--- src/rtl/imem_loader_if.sv ---
// Byte-stream input and imem write port shared by the loader and its neighbours.
// slave: the loader (consumes bytes, drives imem); master: the byte source / observer.
interface imem_loader_if #(
  parameter int ADDR_WIDTH = 12
);
  logic [7:0]            rx_data;
  logic                  rx_valid;
  logic                  rx_ready;
  logic [ADDR_WIDTH-1:0] imem_address;
  logic [31:0]           imem_data;
  logic                  imem_wren;

  modport slave (
    input  rx_data, rx_valid,
    output rx_ready, imem_address, imem_data, imem_wren
  );

  modport master (
    output rx_data, rx_valid,
    input  rx_ready, imem_address, imem_data, imem_wren
  );
endinterface

--- src/rtl/imem_loader.sv ---
// Fills imem from a framed byte stream (A5, LEN_HI, LEN_LO, 4*N big-endian bytes, XOR checksum).
// Write pulse one cycle after a word's 4th byte; rx_ready drops only during that write cycle.
module imem_loader #(
  parameter int          ADDR_WIDTH = 12,
  parameter logic [7:0]  SYNC_BYTE  = 8'hA5,
  parameter int          TIMEOUT    = 65535
) (
  input  logic                clock,
  input  logic                reset,
  imem_loader_if.slave        bus,
  output logic                cpu_reset,
  output logic                done,
  output logic                error,
  output logic [ADDR_WIDTH:0] words_loaded
);

  localparam int          TMO_W     = $clog2(TIMEOUT + 1);
  localparam logic [16:0] MAX_WORDS = 17'(2 ** ADDR_WIDTH);

  typedef enum logic [2:0] {
    S_IDLE, S_LEN_HI, S_LEN_LO, S_DATA, S_WRITE, S_CHECK, S_DONE, S_ERROR
  } state_t;

  state_t                state_q, state_d;
  logic [ADDR_WIDTH-1:0] addr_q, addr_d;
  logic [31:0]           data_q, data_d;
  logic [ADDR_WIDTH:0]   words_q, words_d;
  logic [15:0]           len_q, len_d;
  logic [7:0]            csum_q, csum_d;
  logic [1:0]            idx_q, idx_d;
  logic [TMO_W-1:0]      tmo_q, tmo_d;
  logic                  cpu_reset_q, cpu_reset_d;
  logic                  done_q, done_d;
  logic                  error_q, error_d;

  logic        rx_ready;
  logic        acc;
  logic        in_frame;
  logic [15:0] n_words;

  assign rx_ready = (state_q != S_WRITE);
  assign acc      = bus.rx_valid && rx_ready;
  assign in_frame = (state_q == S_LEN_HI) || (state_q == S_LEN_LO) ||
                    (state_q == S_DATA)   || (state_q == S_CHECK);
  assign n_words  = {len_q[15:8], bus.rx_data};

  always_comb begin
    state_d     = state_q;
    addr_d      = addr_q;
    data_d      = data_q;
    words_d     = words_q;
    len_d       = len_q;
    csum_d      = csum_q;
    idx_d       = idx_q;
    tmo_d       = tmo_q;
    cpu_reset_d = cpu_reset_q;
    done_d      = done_q;
    error_d     = error_q;

    if (in_frame) begin
      tmo_d = acc ? '0 : tmo_q + 1'b1;
    end

    case (state_q)
      S_IDLE, S_DONE, S_ERROR: begin
        if (acc && bus.rx_data == SYNC_BYTE) begin
          state_d     = S_LEN_HI;
          addr_d      = '0;
          words_d     = '0;
          csum_d      = '0;
          idx_d       = '0;
          tmo_d       = '0;
          cpu_reset_d = 1'b1;
          done_d      = 1'b0;
          error_d     = 1'b0;
        end
      end
      S_LEN_HI: begin
        if (acc) begin
          len_d[15:8] = bus.rx_data;
          state_d     = S_LEN_LO;
        end
      end
      S_LEN_LO: begin
        if (acc) begin
          len_d = n_words;
          if (n_words == 16'd0) begin
            state_d = S_CHECK;
          end else if ({1'b0, n_words} > MAX_WORDS) begin
            state_d = S_ERROR;
            error_d = 1'b1;
          end else begin
            state_d = S_DATA;
          end
        end
      end
      S_DATA: begin
        if (acc) begin
          case (idx_q)
            2'd0:    data_d[31:24] = bus.rx_data;
            2'd1:    data_d[23:16] = bus.rx_data;
            2'd2:    data_d[15:8]  = bus.rx_data;
            default: data_d[7:0]   = bus.rx_data;
          endcase
          csum_d = csum_q ^ bus.rx_data;
          idx_d  = idx_q + 2'd1;
          if (idx_q == 2'd3) state_d = S_WRITE;
        end
      end
      S_WRITE: begin
        addr_d  = addr_q + 1'b1;
        words_d = words_q + 1'b1;
        state_d = (17'(words_d) == {1'b0, len_q}) ? S_CHECK : S_DATA;
      end
      S_CHECK: begin
        if (acc) begin
          if (bus.rx_data == csum_q) begin
            state_d     = S_DONE;
            done_d      = 1'b1;
            cpu_reset_d = 1'b0;
          end else begin
            state_d     = S_ERROR;
            error_d     = 1'b1;
            cpu_reset_d = 1'b1;
          end
        end
      end
      default: state_d = S_IDLE;
    endcase

    // A stalled sender overrides whatever the frame logic decided.
    if (in_frame && !acc && tmo_d == TMO_W'(TIMEOUT)) begin
      state_d     = S_ERROR;
      error_d     = 1'b1;
      cpu_reset_d = 1'b1;
      tmo_d       = '0;
    end
  end

  always_ff @(posedge clock) begin
    if (reset) begin
      state_q     <= S_IDLE;
      addr_q      <= '0;
      data_q      <= '0;
      words_q     <= '0;
      len_q       <= '0;
      csum_q      <= '0;
      idx_q       <= '0;
      tmo_q       <= '0;
      cpu_reset_q <= 1'b1;
      done_q      <= 1'b0;
      error_q     <= 1'b0;
    end else begin
      state_q     <= state_d;
      addr_q      <= addr_d;
      data_q      <= data_d;
      words_q     <= words_d;
      len_q       <= len_d;
      csum_q      <= csum_d;
      idx_q       <= idx_d;
      tmo_q       <= tmo_d;
      cpu_reset_q <= cpu_reset_d;
      done_q      <= done_d;
      error_q     <= error_d;
    end
  end

  assign bus.rx_ready     = rx_ready;
  assign bus.imem_address = addr_q;
  assign bus.imem_data    = data_q;
  assign bus.imem_wren    = (state_q == S_WRITE);
  assign cpu_reset        = cpu_reset_q;
  assign done             = done_q;
  assign error            = error_q;
  assign words_loaded     = words_q;

endmodule

--- src/flat_wrapper.sv ---
// flat-port wrapper written by rule: the top's interface ports become plain ports
module imem_loader_flat 
#(
  parameter int          ADDR_WIDTH = 12,
  parameter logic [7:0]  SYNC_BYTE  = 8'hA5,
  parameter int          TIMEOUT    = 65535
)
  (clock, reset, cpu_reset, done, error, words_loaded, bus_rx_data, bus_rx_valid, bus_rx_ready, bus_imem_address, bus_imem_data, bus_imem_wren);
  imem_loader_if #(.ADDR_WIDTH(ADDR_WIDTH)) bus_i ();
  input  logic clock;
  input  logic reset;
  output logic cpu_reset;
  output logic done;
  output logic error;
  output logic [ADDR_WIDTH:0] words_loaded;
  input wire logic [$bits(bus_i.rx_data)-1:0] bus_rx_data;
  input wire logic [$bits(bus_i.rx_valid)-1:0] bus_rx_valid;
  output wire logic [$bits(bus_i.rx_ready)-1:0] bus_rx_ready;
  output wire logic [$bits(bus_i.imem_address)-1:0] bus_imem_address;
  output wire logic [$bits(bus_i.imem_data)-1:0] bus_imem_data;
  output wire logic [$bits(bus_i.imem_wren)-1:0] bus_imem_wren;
  assign bus_i.rx_data = bus_rx_data;
  assign bus_i.rx_valid = bus_rx_valid;
  assign bus_rx_ready = bus_i.rx_ready;
  assign bus_imem_address = bus_i.imem_address;
  assign bus_imem_data = bus_i.imem_data;
  assign bus_imem_wren = bus_i.imem_wren;
  imem_loader #(.ADDR_WIDTH(ADDR_WIDTH), .SYNC_BYTE(SYNC_BYTE), .TIMEOUT(TIMEOUT)) u_core (.clock(clock), .reset(reset), .bus(bus_i), .cpu_reset(cpu_reset), .done(done), .error(error), .words_loaded(words_loaded));
endmodule
--- config.mk ---
export PLATFORM = sky130hd
export DESIGN_NAME = imem_loader_flat
export DESIGN_NICKNAME = d
export VERILOG_FILES = /design/src/rtl/imem_loader_if.sv /design/src/rtl/imem_loader.sv /design/src/flat_wrapper.sv
export SDC_FILE = /design/constraint.sdc
export NUM_CORES = 1
export LEC_CHECK = 0
export CAP_MARGIN = 20
export CORE_MARGIN = 10
export CORE_UTILIZATION = 40
export DETAILED_ROUTE_END_ITERATION = 8
export HOLD_SLACK_MARGIN = 0.12
export PLACE_DENSITY = 0.68
export SYNTH_ARGS = -nofsm -noshare
export SYNTH_HDL_FRONTEND = slang
export SYNTH_SLANG_ARGS = --single-unit
--- constraint.sdc ---
create_clock -name clock -period 5.6 [get_ports clock]
set_input_delay 1.68 -clock clock [delete_from_list [all_inputs] [get_ports clock]]
set_output_delay 1.68 -clock clock [all_outputs]
set_load 0.02 [all_outputs]
==> Flow_metrics.wiki, run 1 <==
{| class="wikitable"
! Metric !! Value
|-
| Run status || finished clean
|-
| Number of instances in the synthesized netlist || 703
|-
| Slowest stage cell, crit path || sky130_fd_sc_hd__or4_1
|-
| Headroom to the max-slew limit || 0.402
|-
| Mean instance size in the synthesized netlist || 7.59 µm²
|-
| Combinational power share || 0.197
|-
| Clock sinks || 105
|-
| Core footprint || 13100 µm²
|-
| CTS H-Tree Depth || 3
|-
| Switching power total || 0.572 mW
|-
| Total Power || 1.85 mW
|-
| CTS resizes || 0
|-
| Sort of element at the start of the critical path || input port
|-
| Cell row count || 42
|-
| Number of cells on the worst reg-to-reg path || 7
|-
| CP endpoint kind || flip-flop
|-
| Peak per-stage delay on the critical path || 710 ps
|-
| Total of fill cells in the finished design || 1277
|-
| Full die area || 18400 µm²
|-
| Dominant delay contributor by cell family on the critical path || simple AND/OR/NAND/NOR gates
|-
| Starting utilization of the core area || 0.406
|-
| Synthesis-stage register bit count || 105
|-
| DRT Wirelength || 15000 µm
|-
| Endpoint of the worst register-to-register path || u_core.tmo_q[14]$_SDFF_PP0_
|-
| Number of ports placed on the die boundary || 73
|-
| Number of setup buffers added after CTS || 0
|-
| Hold Crit Class || flip-flop to flip-flop
|-
| Cell breakdown of the critical path || clkdlybuf4s50_1, and4_1, o2111ai_2, o211ai_1, a211o_1, or4_1, nand3_2, o21ba_2
|-
| Worst Hold Endpoint || u_core.bus.imem_data[2]$_SDFFE_PP0P_
|-
| Sequential group share of total power || 0.456
|-
| Count of buffers from port buffering || 72
|-
| Power density normalized to cell area || 289 nW/µm²
|-
| P_leak || 2.13 nW
|-
| Worst setup slack for register-to-register paths || 2390 ps
|-
| Reg2Reg Launch Point || u_core.state_q[1]$_SDFFE_PP0P_
|-
| Worst path required time || 5840 ps
|-
| Number of enable flip-flop cells after synthesis || 0
|-
| Net total in the final layout || 757
|-
| Worst-case clock skew || 8.42 ps
|-
| Critical Path Fanout Max || 10
|-
| Clock share of power || 0.347
|-
| Sequential area share after synthesis || 0.394
|-
| Hold path start || u_core.bus.imem_data[2]$_SDFFE_PP0P_
|-
| Combined area of all synthesized cells || 5340 µm²
|-
| Via count of the first global-routing pass || 4809
|-
| Commonest non-fill, non-tap cell in the layout || sky130_fd_sc_hd__nand2_1
|-
| Share of layout cells above drive strength 1 || 0.0484
|-
| Portion of the clock cycle consumed by the worst path in the final layout || 0.761
|-
| Height of the die || 136 µm
|-
| # hold bufs at CTS || 0
|-
| Gpl congestion || 0.876
|-
| Fin Setup TNS || 0 ps
|-
| Pin count of the biggest net entering global routing || 52
|-
| Slew @ Worst Pin || 894 ps
|-
| Max-slew violation total from the final report || 0
|-
| Clock root buffer master || sky130_fd_sc_hd__clkbuf_16
|-
| Max Fclk || 0.235 GHz
|-
| First-pass GRT wire length || 24800 µm
|-
| Number of buffers on the longest clock path || 2
|-
| Cell depth of the worst min-delay path || 2
|-
| Final worst path period need || 4260 ps
|-
| Area overhead of the layout relative to synthesis || 20.1%
|-
| Cts bufs inserted || 9
|-
| Total inserted antenna cells || 0
|-
| Number of DRC violations after detailed-routing iteration 0 || 361
|-
| Vias per std cell || 5.60
|-
| Arrival time of data at the critical path endpoint || 4510 ps
|-
| Detail-routed net length per standard cell || 16.3 µm
|-
| Commonest cells after routing, fill and taps aside || 113 x sky130_fd_sc_hd__nand2_1, 105 x sky130_fd_sc_hd__dfxtp_1, 84 x sky130_fd_sc_hd__a21oi_1, 74 x sky130_fd_sc_hd__nor2_1, 71 x sky130_fd_sc_hd__clkdlybuf4s50_1
|-
| Die extent in x || 136 µm
|-
| Final setup violation count || 0
|-
| Async set-reset flop share out of synthesis || 0
|-
| Number of nets in the synthesized netlist || 721
|-
| Startpoint-to-endpoint class of the critical path || input port to flip-flop
|-
| Total track usage || 0.163
|-
| Ys flop type || sky130_fd_sc_hd__dfxtp_1
|-
| Total via count after detailed routing || 5150
|-
| Remaining Overflow, GRT || 0
|-
| Detailed placement HPWL || 10600 µm
|-
| Max rail drop VDD || 0.152 mV
|-
| Antenna violations before repair || 0
|-
| Clock Latency Late Sink || 350 ps
|-
| Distinct cell type count of the synthesized netlist || 58
|-
| Count of TritonRoute iterations in the first routing pass || 5
|-
| Clock slew at reported path FFs || 70 ps
|-
| Number of nets with antenna violations after routing || 0
|-
| TritonCTS clock tree || yes
|-
| Synth warn || 0
|-
| Cell-internal power || 1.28 mW
|-
| Setup repair after global routing missed its margin || false
|-
| Share of total power consumed by net switching || 0.309
|-
| Maximum capacitance violations || 0
|-
| Hold violation count in the final report || 0
|-
| Count of unresolved DRC violations after routing || 0
|-
| Buf/Inv on CP || 1
|}
[logic make-up (layout without fill, tap and decap cells)]
logic type	count (synthesis)	count (layout)	share of synthesized area
AOI/OAI and AO/OA	159	159	0.183
xor gates and xnor gates	40	40	0.0656
adders and majority gates	7	7	0.0164
buffers and inverters	60	101	0.0436
DFF	105	105	0.394
muxes	3	3	0.00633
and+or+nand+nor	329	329	0.291
[power groups by stage]
stage / Combinational [mW] / Sequential [mW] / Clock [mW]
final: 0.365 / 0.843 / 0.641
after global routing: 0.405 / 0.850 / 0.689
after detailed placement: 0.362 / 0.859 / 0
after floorplan: 0.273 / 0.840 / 0
after global placement: 0.354 / 0.856 / 0
after CTS: 0.364 / 0.843 / 0.652
[how the worst max path moves through the flow]
| stage | startpoint | end | depth (start not counted) |
|---|---|---|---|
| after global placement | bus_rx_data[5] | u_core.tmo_q[14]$_SDFF_PP0_ | 8 |
| after detailed placement | bus_rx_data[5] | u_core.tmo_q[15]$_SDFF_PP0_ | 8 |
| after floorplan | bus_rx_data[5] | u_core.tmo_q[14]$_SDFF_PP0_ | 9 |
| final | bus_rx_data[5] | u_core.tmo_q[14]$_SDFF_PP0_ | 8 |
| after CTS | bus_rx_data[5] | u_core.tmo_q[15]$_SDFF_PP0_ | 8 |
| after global routing | u_core.state_q[0]$_SDFFE_PP0P_ | bus_imem_wren | 5 |
[cell type report]
class / instances / area, µm² / area share
Timing Repair Buffer: 77 / 753 / 0.118
Tap cell: 176 / 220 / 0.0344
Clock buffer: 12 / 246 / 0.0385
Sequential cell: 105 / 2100 / 0.328
Clock inverter: 4 / 51.3 / 0.00801
Inverter: 8 / 30.0 / 0.00469
Multi-Input combinational cell: 538 / 3000 / 0.469
[Yosys cell counts, types with 4 or more instances]
cell                         n  share of area
sky130_fd_sc_hd__clkbuf_1   44          0.031
sky130_fd_sc_hd__dfxtp_1   105           0.39
sky130_fd_sc_hd__nor3_1     15          0.014
sky130_fd_sc_hd__inv_1       8         0.0056
sky130_fd_sc_hd__nor2_1     75          0.053
sky130_fd_sc_hd__nand2_1   113          0.079
sky130_fd_sc_hd__a211oi_1    4         0.0056
sky130_fd_sc_hd__o21ai_0    23          0.022
sky130_fd_sc_hd__and3_1      9          0.011
sky130_fd_sc_hd__xnor2_1    17          0.028
sky130_fd_sc_hd__nand3_1    57          0.053
sky130_fd_sc_hd__and2_1      4         0.0047
sky130_fd_sc_hd__nand4_1     9          0.011
sky130_fd_sc_hd__ha_1        7          0.016
sky130_fd_sc_hd__or3_1       4         0.0047
sky130_fd_sc_hd__and4_1      6         0.0098
sky130_fd_sc_hd__a311oi_1    8          0.013
sky130_fd_sc_hd__nor2b_1     6         0.0070
sky130_fd_sc_hd__buf_2       6         0.0056
sky130_fd_sc_hd__a31oi_1     6         0.0070
sky130_fd_sc_hd__nand2b_1    5         0.0059
sky130_fd_sc_hd__o21a_1      4         0.0056
sky130_fd_sc_hd__xor2_1     23          0.038
sky130_fd_sc_hd__o211ai_1    5         0.0070
sky130_fd_sc_hd__a21oi_1    84          0.079
sky130_fd_sc_hd__nor4_1     11          0.013
[through the flow]
| step | worst slack (ps) | cells | instance area [µm²] | hold WS [ps] | util |
|---|---|---|---|---|---|
| after floorplan | 1870 | 703 | 5340 | 431 | - |
| after global placement | 1130 | 904 | 6110 | 441 | 0.465 |
| after detailed placement | 1010 | 904 | 6110 | 451 | 0.465 |
| after CTS | 1380 | 920 | 6410 | 463 | 0.488 |
| after global routing | 1190 | 920 | 6410 | 478 | 0.488 |
| final | 1340 | 920 | 6410 | 459 | 0.488 |
[sequential cells by signal (all words and copies together), names as in the netlist]
register,cells
u_core.bus.imem_data,32
u_core.len_q,16
u_core.tmo_q,16
u_core.words_loaded,13
u_core.bus.imem_address,12
u_core.csum_q,8
u_core.state_q,3
u_core.idx_q,2
u_core.cpu_reset,1
u_core.done,1
u_core.error,1
[per-layer routing]
metal,share of wire,vias to the layer above,track usage
met5,0,-,0
met4,0.015,0,0.0514
met3,0.077,17,0.0490
met2,0.46,182,0.253
met1,0.45,2418,0.213
li1,-,2533,-
[worst register-to-register path, cell delays in order (launching register included)]
cell	delay (ps)
sky130_fd_sc_hd__dfxtp_1	610
sky130_fd_sc_hd__nand2b_1	400
sky130_fd_sc_hd__a21o_1	350
sky130_fd_sc_hd__or3_1	350
sky130_fd_sc_hd__a211o_1	290
sky130_fd_sc_hd__or4_1	710
sky130_fd_sc_hd__nand3_2	210
sky130_fd_sc_hd__o21ba_2	180
Note: power is estimated with default switching activity, not from simulation.
==> inputs of run 2 (changes only) <==
==> constraint.sdc (replaced) <==
create_clock -name clock -period 4.1 [get_ports clock]
set_input_delay 1.23 -clock clock [delete_from_list [all_inputs] [get_ports clock]]
set_output_delay 1.23 -clock clock [all_outputs]
set_load 0.02 [all_outputs]
==> run 2 against run 1 <==
Non-clock buffer count increased by 12. Count of clock-buffer cells in the layout increased by 2. Sequential share of layout area decreased by 0.42 points. Cell count increased by 1.3%. Die area unchanged. Combinational power increased by 44%. Sequential cell count unchanged. Final area increased by 1.3%. Power increased by 37%.
==> Flow_metrics.wiki, run 2 (synthesis results as in run 1) <==
{| class="wikitable"
! Metric !! Value
|-
| Run status || finished clean
|-
| Startpoint of the worst setup timing path || u_core.state_q[1]$_SDFFE_PP0P_
|-
| Remaining Overflow, GRT || 0 (unchanged)
|-
| Arrival time of data at the critical path endpoint || 2250 ps (-2260 ps)
|-
| Number of flip-flops in the largest register || 32 (unchanged)
|-
| Area overhead of the layout relative to synthesis || 21.6%
|-
| Portion of the clock cycle consumed by the worst path in the final layout || 0.849
|-
| Vias per std cell || 5.62 (+0.36%)
|-
| Clock root buffer master || sky130_fd_sc_hd__clkbuf_16
|-
| Cts bufs inserted || 9 (unchanged)
|-
| Max Fclk || 0.287 GHz
|-
| CTS resizes || 0 (unchanged)
|-
| Gpl congestion || 0.932 (+6.3%)
|-
| Number of buffers on the longest clock path || 2 (unchanged)
|-
| Antenna violations before repair || 0 (unchanged)
|-
| Number of DRC violations after detailed-routing iteration 0 || 252 (-30%)
|-
| Count of unresolved DRC violations after routing || 0 (unchanged)
|-
| Combined area of the multi-input logic cells || 3000 µm² (unchanged)
|-
| Clock slew at reported path FFs || 70 ps (about the same)
|-
| Commonest cells after routing, fill and taps aside || 113 x sky130_fd_sc_hd__nand2_1, 105 x sky130_fd_sc_hd__dfxtp_1, 84 x sky130_fd_sc_hd__a21oi_1, 74 x sky130_fd_sc_hd__nor2_1, 71 x sky130_fd_sc_hd__clkdlybuf4s50_1
|-
| Fin Setup TNS || 0 ps (unchanged)
|-
| CP endpoint kind || output port
|-
| CTS H-Tree Depth || 3 (unchanged)
|-
| Share of layout cells above drive strength 1 || 0.0635 (+0.0151)
|-
| Power density normalized to cell area || 390 nW/µm² (+35%)
|-
| Reg2Reg Launch Point || u_core.state_q[1]$_SDFFE_PP0P_
|-
| Detailed placement HPWL || 10900 µm (+3.5%)
|-
| Setup repair after global routing missed its margin || false
|-
| Total track usage || 0.167 (+0.00335)
|-
| Pin count of the biggest net entering global routing || 54 (+3.8%)
|-
| Count of TritonRoute iterations in the first routing pass || 4 (-1)
|-
| Number of ports placed on the die boundary || 73 (unchanged)
|-
| Sequential cell area || 2100 µm² (unchanged)
|-
| Final setup violation count || 0 (unchanged)
|-
| Max rail drop VDD || 0.230 mV (+51%)
|-
| Full die area || 18400 µm² (unchanged)
|-
| Worst path required time || 2870 ps (-2970 ps)
|-
| Starting utilization of the core area || 0.406 (unchanged)
|-
| Via count of the first global-routing pass || 4941 (+2.7%)
|-
| Total inserted antenna cells || 0 (unchanged)
|-
| Non-Filler Cell Area, Final || 6490 µm² (+1.3%)
|-
| Cell row count || 42 (unchanged)
|-
| Total via count after detailed routing || 5236 (+1.7%)
|-
| Non-filler instance count after layout || 932 (+1.3%)
|-
| Net total in the final layout || 769 (+1.6%)
|-
| Number of placed instances, taps included || 916 (+1.3%)
|-
| Hold path start || u_core.len_q[13]$_SDFFE_PP0P_
|-
| Commonest non-fill, non-tap cell in the layout || sky130_fd_sc_hd__nand2_1
|-
| Clock sinks || 105 (unchanged)
|-
| Hold Crit Class || flip-flop to flip-flop
|-
| Worst setup slack for register-to-register paths || 860 ps (-1530 ps)
|-
| Number of setup buffers added after CTS || 0 (unchanged)
|-
| Maximum capacitance violations || 0 (unchanged)
|-
| Count of buffers from port buffering || 72 (unchanged)
|-
| TritonCTS clock tree || yes
|-
| Core footprint || 13100 µm² (unchanged)
|-
| Die extent in x || 136 µm (unchanged)
|-
| Sort of element at the start of the critical path || flip-flop
|-
| Detail-routed net length per standard cell || 16.5 µm (+1.6%)
|-
| Worst-case clock skew || 12.6 ps (+4.21 ps)
|-
| Number of nets with antenna violations after routing || 0 (unchanged)
|-
| Total of fill cells in the finished design || 1274 (-0.23%)
|-
| Startpoint-to-endpoint class of the critical path || flip-flop to output port
|-
| Hold violation count in the final report || 0 (unchanged)
|-
| Final worst path period need || 3480 ps
|-
| Slew @ Worst Pin || 744 ps (-151 ps)
|-
| Headroom to the max-slew limit || 0.500 (+0.0989)
|-
| DRT Wirelength || 15400 µm (+2.9%)
|-
| Max-slew violation total from the final report || 0 (unchanged)
|-
| Total Power || 2.53 mW (+37%)
|-
| Height of the die || 136 µm (unchanged)
|-
| Critical Path Fanout Max || 15 (+5)
|-
| Placement-stage cell area || 6200 µm² (+1.5%)
|-
| # hold bufs at CTS || 0 (unchanged)
|-
| First-pass GRT wire length || 25100 µm (+1.1%)
|-
| Clock Latency Late Sink || 360 ps (about the same)
|-
| P_leak || 2.19 nW (+2.8%)
|}
==> run 2: routing by layer <==
metal  wire length, µm  part of all wire  track usage  up-vias
met2              7270              0.47        0.266      176
met1              6820              0.44        0.208     2468
li1                  -                 -            -     2569
met4               340             0.022       0.0772        0
met5                 0                 0            0        -
met3               979             0.064       0.0404       23
==> run 2: through the flow <==
| stage | worst slack [ps] | util | hold WS, ps |
|---|---|---|---|
| floorplan | 815 | - | 431 |
| global placement | 373 | 0.472 | 440 |
| detailed placement | 330 | 0.472 | 446 |
| CTS | 621 | 0.494 | 456 |
| global route | 507 | 0.494 | 470 |
| finish | 619 | 0.494 | 454 |
==> run 2: worst max-delay path, stage by stage, from the launching register on <==
cell and delay (ps):
sky130_fd_sc_hd__dfxtp_1 620, sky130_fd_sc_hd__nor2_1 130, sky130_fd_sc_hd__nand2_1 430, sky130_fd_sc_hd__clkdlybuf4s50_1 710
==> run 2: power by group <==
part | switching, mW | total, mW | internal [mW] | leakage, nW
clock | 0.389 | 0.856 | 0.467 | 0.144
sequential | 0.0792 | 1.15 | 1.07 | 0.847
combinational | 0.328 | 0.524 | 0.197 | 1.20
==> run 2: layout make-up <==
type / instances / share of cell area
tap: 176 / 0.0339
clock buffer: 14 / 0.0422
sequential: 105 / 0.324
clock inverter: 2 / 0.00270
inverter: 8 / 0.00463
multi-input combinational: 538 / 0.463
timing repair buffer: 89 / 0.130
==> run 2: final timing paths <==
| path | end | depth (start not counted) |
|---|---|---|
| max reg2reg | u_core.tmo_q[15]$_SDFF_PP0_ | 7 |
| max | bus_rx_ready | 3 |
| min reg2reg | u_core.len_q[13]$_SDFFE_PP0P_ | 2 |
| min | u_core.len_q[13]$_SDFFE_PP0P_ | 2 |
==> inputs of run 3 (changes only) <==
--- a/config.mk
+++ b/config.mk
@@ -10,7 +10,7 @@
 export CORE_UTILIZATION = 40
 export DETAILED_ROUTE_END_ITERATION = 8
 export HOLD_SLACK_MARGIN = 0.12
-export PLACE_DENSITY = 0.68
+export PLACE_DENSITY = 0.71
 export SYNTH_ARGS = -nofsm -noshare
 export SYNTH_HDL_FRONTEND = slang
 export SYNTH_SLANG_ARGS = --single-unit
==> constraint.sdc (replaced) <==
create_clock -name clock -period 2.8 [get_ports clock]
set_input_delay 0.84 -clock clock [delete_from_list [all_inputs] [get_ports clock]]
set_output_delay 0.84 -clock clock [all_outputs]
set_load 0.02 [all_outputs]
==> run 3 against run 2 <==
Sequential cell count did not move. Critical endpoint is now u_core.tmo_q[14]$_SDFF_PP0_. Critical path type is now input port to flip-flop. Die area is the same. First-iteration DRC count is 15% higher. Sequential power up 43%. Clock skew fell by 6.3 ps. Hold slack gained 0.63 ps. Power grew 52%. Core utilization increased by 3.0 points. Count of clock-buffer cells in the layout is 4 lower. Non-clock buffer count grew 40.
==> Flow_metrics.wiki, run 3 (synthesis results as in run 1) <==
{| class="wikitable"
! Metric !! Value
|-
| TritonCTS clock tree || yes
|-
| DRT Wirelength || 15600 µm (+1.4%)
|-
| Core footprint || 13100 µm² (unchanged)
|-
| Area overhead of the layout relative to synthesis || 28.9%
|-
| Height of the die || 136 µm (unchanged)
|-
| Number of nets with antenna violations after routing || 0 (unchanged)
|-
| Clock root buffer master || sky130_fd_sc_hd__clkbuf_16
|-
| Share of layout cells above drive strength 1 || 0.121 (+0.0573)
|-
| Slowest stage cell, crit path || sky130_fd_sc_hd__or4_4
|-
| Total inserted antenna cells || 0 (unchanged)
|-
| Sort of element at the start of the critical path || input port
|-
| Max Fclk || 0.363 GHz
|-
| Pin count of the biggest net entering global routing || 44 (-19%)
|-
| CTS H-Tree Depth || 3 (unchanged)
|-
| Peak per-stage delay on the critical path || 540 ps (-170 ps)
|-
| Power density normalized to cell area || 559 nW/µm² (+43%)
|-
| Final setup violation count || 0 (unchanged)
|-
| Number of flip-flops in the largest register || 32 (unchanged)
|-
| Gpl congestion || 0.893 (-4.2%)
|-
| Detail-routed net length per standard cell || 16.1 µm (-2.6%)
|-
| Slew @ Worst Pin || 561 ps (-182 ps)
|-
| Remaining Overflow, GRT || 0 (unchanged)
|-
| Cell row count || 42 (unchanged)
|-
| Startpoint-to-endpoint class of the critical path || input port to flip-flop
|-
| Arrival time of data at the critical path endpoint || 3000 ps (+750 ps)
|-
| Max-slew violation total from the final report || 0 (unchanged)
|-
| Non-filler instance count after layout || 971 (+4.2%)
|-
| Headroom to the max-slew limit || 0.624 (+0.124)
|-
| Final worst path period need || 2760 ps
|-
| Total track usage || 0.167 (about the same)
|-
| Combinational power share || 0.242 (+0.035)
|-
| Number of DRC violations after detailed-routing iteration 0 || 289 (+15%)
|-
| Antenna violations before repair || 0 (unchanged)
|-
| Clock slew at reported path FFs || 70 ps (about the same)
|-
| Clock Latency Late Sink || 350 ps (about the same)
|-
| Count of TritonRoute iterations in the first routing pass || 4 (unchanged)
|-
| Full die area || 18400 µm² (unchanged)
|-
| Starting utilization of the core area || 0.406 (unchanged)
|-
| Number of placed instances, taps included || 954 (+4.1%)
|-
| Share of total power consumed by net switching || 0.307 (-0.00742)
|-
| Hold violation count in the final report || 0 (unchanged)
|-
| Sequential group share of total power || 0.428 (-0.026)
|-
| Cell-internal power || 2.66 mW (+54%)
|-
| Die extent in x || 136 µm (unchanged)
|-
| Critical Path Fanout Max || 7 (-8)
|-
| Switching power total || 1.18 mW (+48%)
|-
| First-pass GRT wire length || 25200 µm (+0.33%)
|-
| Portion of the clock cycle consumed by the worst path in the final layout || 0.985
|-
| Detailed placement HPWL || 11300 µm (+3.2%)
|-
| Fin Setup TNS || 0 ps (unchanged)
|-
| Count of unresolved DRC violations after routing || 0 (unchanged)
|-
| Number of buffers on the longest clock path || 2 (unchanged)
|-
| Worst-case clock skew || 6.37 ps (-6.26 ps)
|-
| Clock share of power || 0.330 (-0.008)
|-
| Run status || finished clean
|-
| Setup repair after global routing missed its margin || false
|-
| Max rail drop VDD || 0.338 mV (+47%)
|-
| Commonest cells after routing, fill and taps aside || 111 x sky130_fd_sc_hd__nand2_1, 105 x sky130_fd_sc_hd__dfxtp_1, 84 x sky130_fd_sc_hd__a21oi_1, 73 x sky130_fd_sc_hd__nor2_1, 64 x sky130_fd_sc_hd__clkdlybuf4s50_1
|-
| Buf/Inv on CP || 2 (+1)
|-
| Net total in the final layout || 809 (+5.2%)
|-
| P_leak || 2.44 nW (+12%)
|-
| Via count of the first global-routing pass || 5051 (+2.2%)
|-
| Total via count after detailed routing || 5328 (+1.8%)
|-
| Number of ports placed on the die boundary || 73 (unchanged)
|-
| Hold Crit Class || flip-flop to flip-flop
|-
| Count of buffers from port buffering || 72 (unchanged)
|-
| Cts bufs inserted || 9 (unchanged)
|-
| Worst path required time || 3050 ps (+180 ps)
|-
| Commonest non-fill, non-tap cell in the layout || sky130_fd_sc_hd__nand2_1
|-
| Maximum capacitance violations || 0 (unchanged)
|-
| Total Power || 3.84 mW (+52%)
|-
| Cell breakdown of the critical path || clkdlybuf4s50_1, nor4_2, o2111ai_4, o211ai_1, a211o_1, or4_4, buf_4, nand3_4, o21ba_2
|-
| Vias per std cell || 5.49 (-2.3%)
|-
| Clock sinks || 105 (unchanged)
|-
| CP endpoint kind || flip-flop
|-
| Dominant delay contributor by cell family on the critical path || compound AO/OA/AOI/OAI gates
|}
[run 3: cell count changes in the layout (fill, tap and decap cells not counted), sizes merged]
cell / before / now
buf: 18 / 58
clkdlybuf4s50: 71 / 64
dlymetal6s2s: 0 / 5
clkbuf: 14 / 10
clkinv: 0 / 3
dlygate4sd2: 0 / 2
inv: 10 / 8
bufinv: 0 / 1
clkinvlp: 0 / 1
[run 3: path summary, 6_finish.rpt]
kind	startpoint	endpoint	slack, ps	cells after the start
max	bus_rx_data[1]	u_core.tmo_q[14]$_SDFF_PP0_	40	9
min reg2reg	u_core.bus.imem_data[12]$_SDFFE_PP0P_	u_core.bus.imem_data[12]$_SDFFE_PP0P_	450	2
max reg2reg	u_core.tmo_q[1]$_SDFF_PP0_	u_core.tmo_q[14]$_SDFF_PP0_	150	9
min	u_core.bus.imem_data[12]$_SDFFE_PP0P_	u_core.bus.imem_data[12]$_SDFFE_PP0P_	450	2
[run 3: per-layer routing]
layer / GRT usage / vias to the layer above / wire length [µm]
li1: - / 2643 / -
met1: 0.209 / 2494 / 6800
met2: 0.271 / 168 / 7440
met3: 0.0460 / 23 / 1080
met4: 0.0532 / 0 / 306
met5: 0 / - / 0
[run 3: final cells by class]
class | count | area (µm²)
Fill cell | 1271 | 6260
Multi-Input combinational cell | 538 | 3050
Sequential cell | 105 | 2100
Timing Repair Buffer | 129 | 1190
Clock buffer | 10 | 239
Tap cell | 176 | 220
Clock inverter | 5 | 56.3
Inverter | 8 | 30.0
[run 3: power groups by stage]
stage	combinational, mW	clock (mW)	sequential (mW)
floorplan	0.552	0	1.68
global placement	0.903	0	1.67
detailed placement	0.919	0	1.68
CTS	0.924	1.29	1.64
global route	1.02	1.36	1.65
finish	0.932	1.27	1.64
[run 3: worst min-delay path: stages (launching register included)]
cell,delay (ps)
sky130_fd_sc_hd__dfxtp_1,310
sky130_fd_sc_hd__nand2_1,50
sky130_fd_sc_hd__a21oi_1,50
[run 3: what timing repair did]
action / CTS / global route
setup endpoints to repair: 13 / 10
pin swaps: 1 / 2
hold buffers: 0 / 0
buffers inserted: 1 / 1
resized for setup: 5 / 10
endpoints found under the hold margin: 0 / 0
[run 3: through the flow]
step                      setup WS [ps]  hold slack, ps   util  instance area (µm²)
final                              42.4             455  0.524                 6880
after global routing               5.01             484  0.524                 6880
after CTS                          29.1             456  0.521                 6840
after detailed placement           -441             447  0.497                 6530
after global placement             -401             438  0.497                 6530
after floorplan                    5.54             431      -                 5370
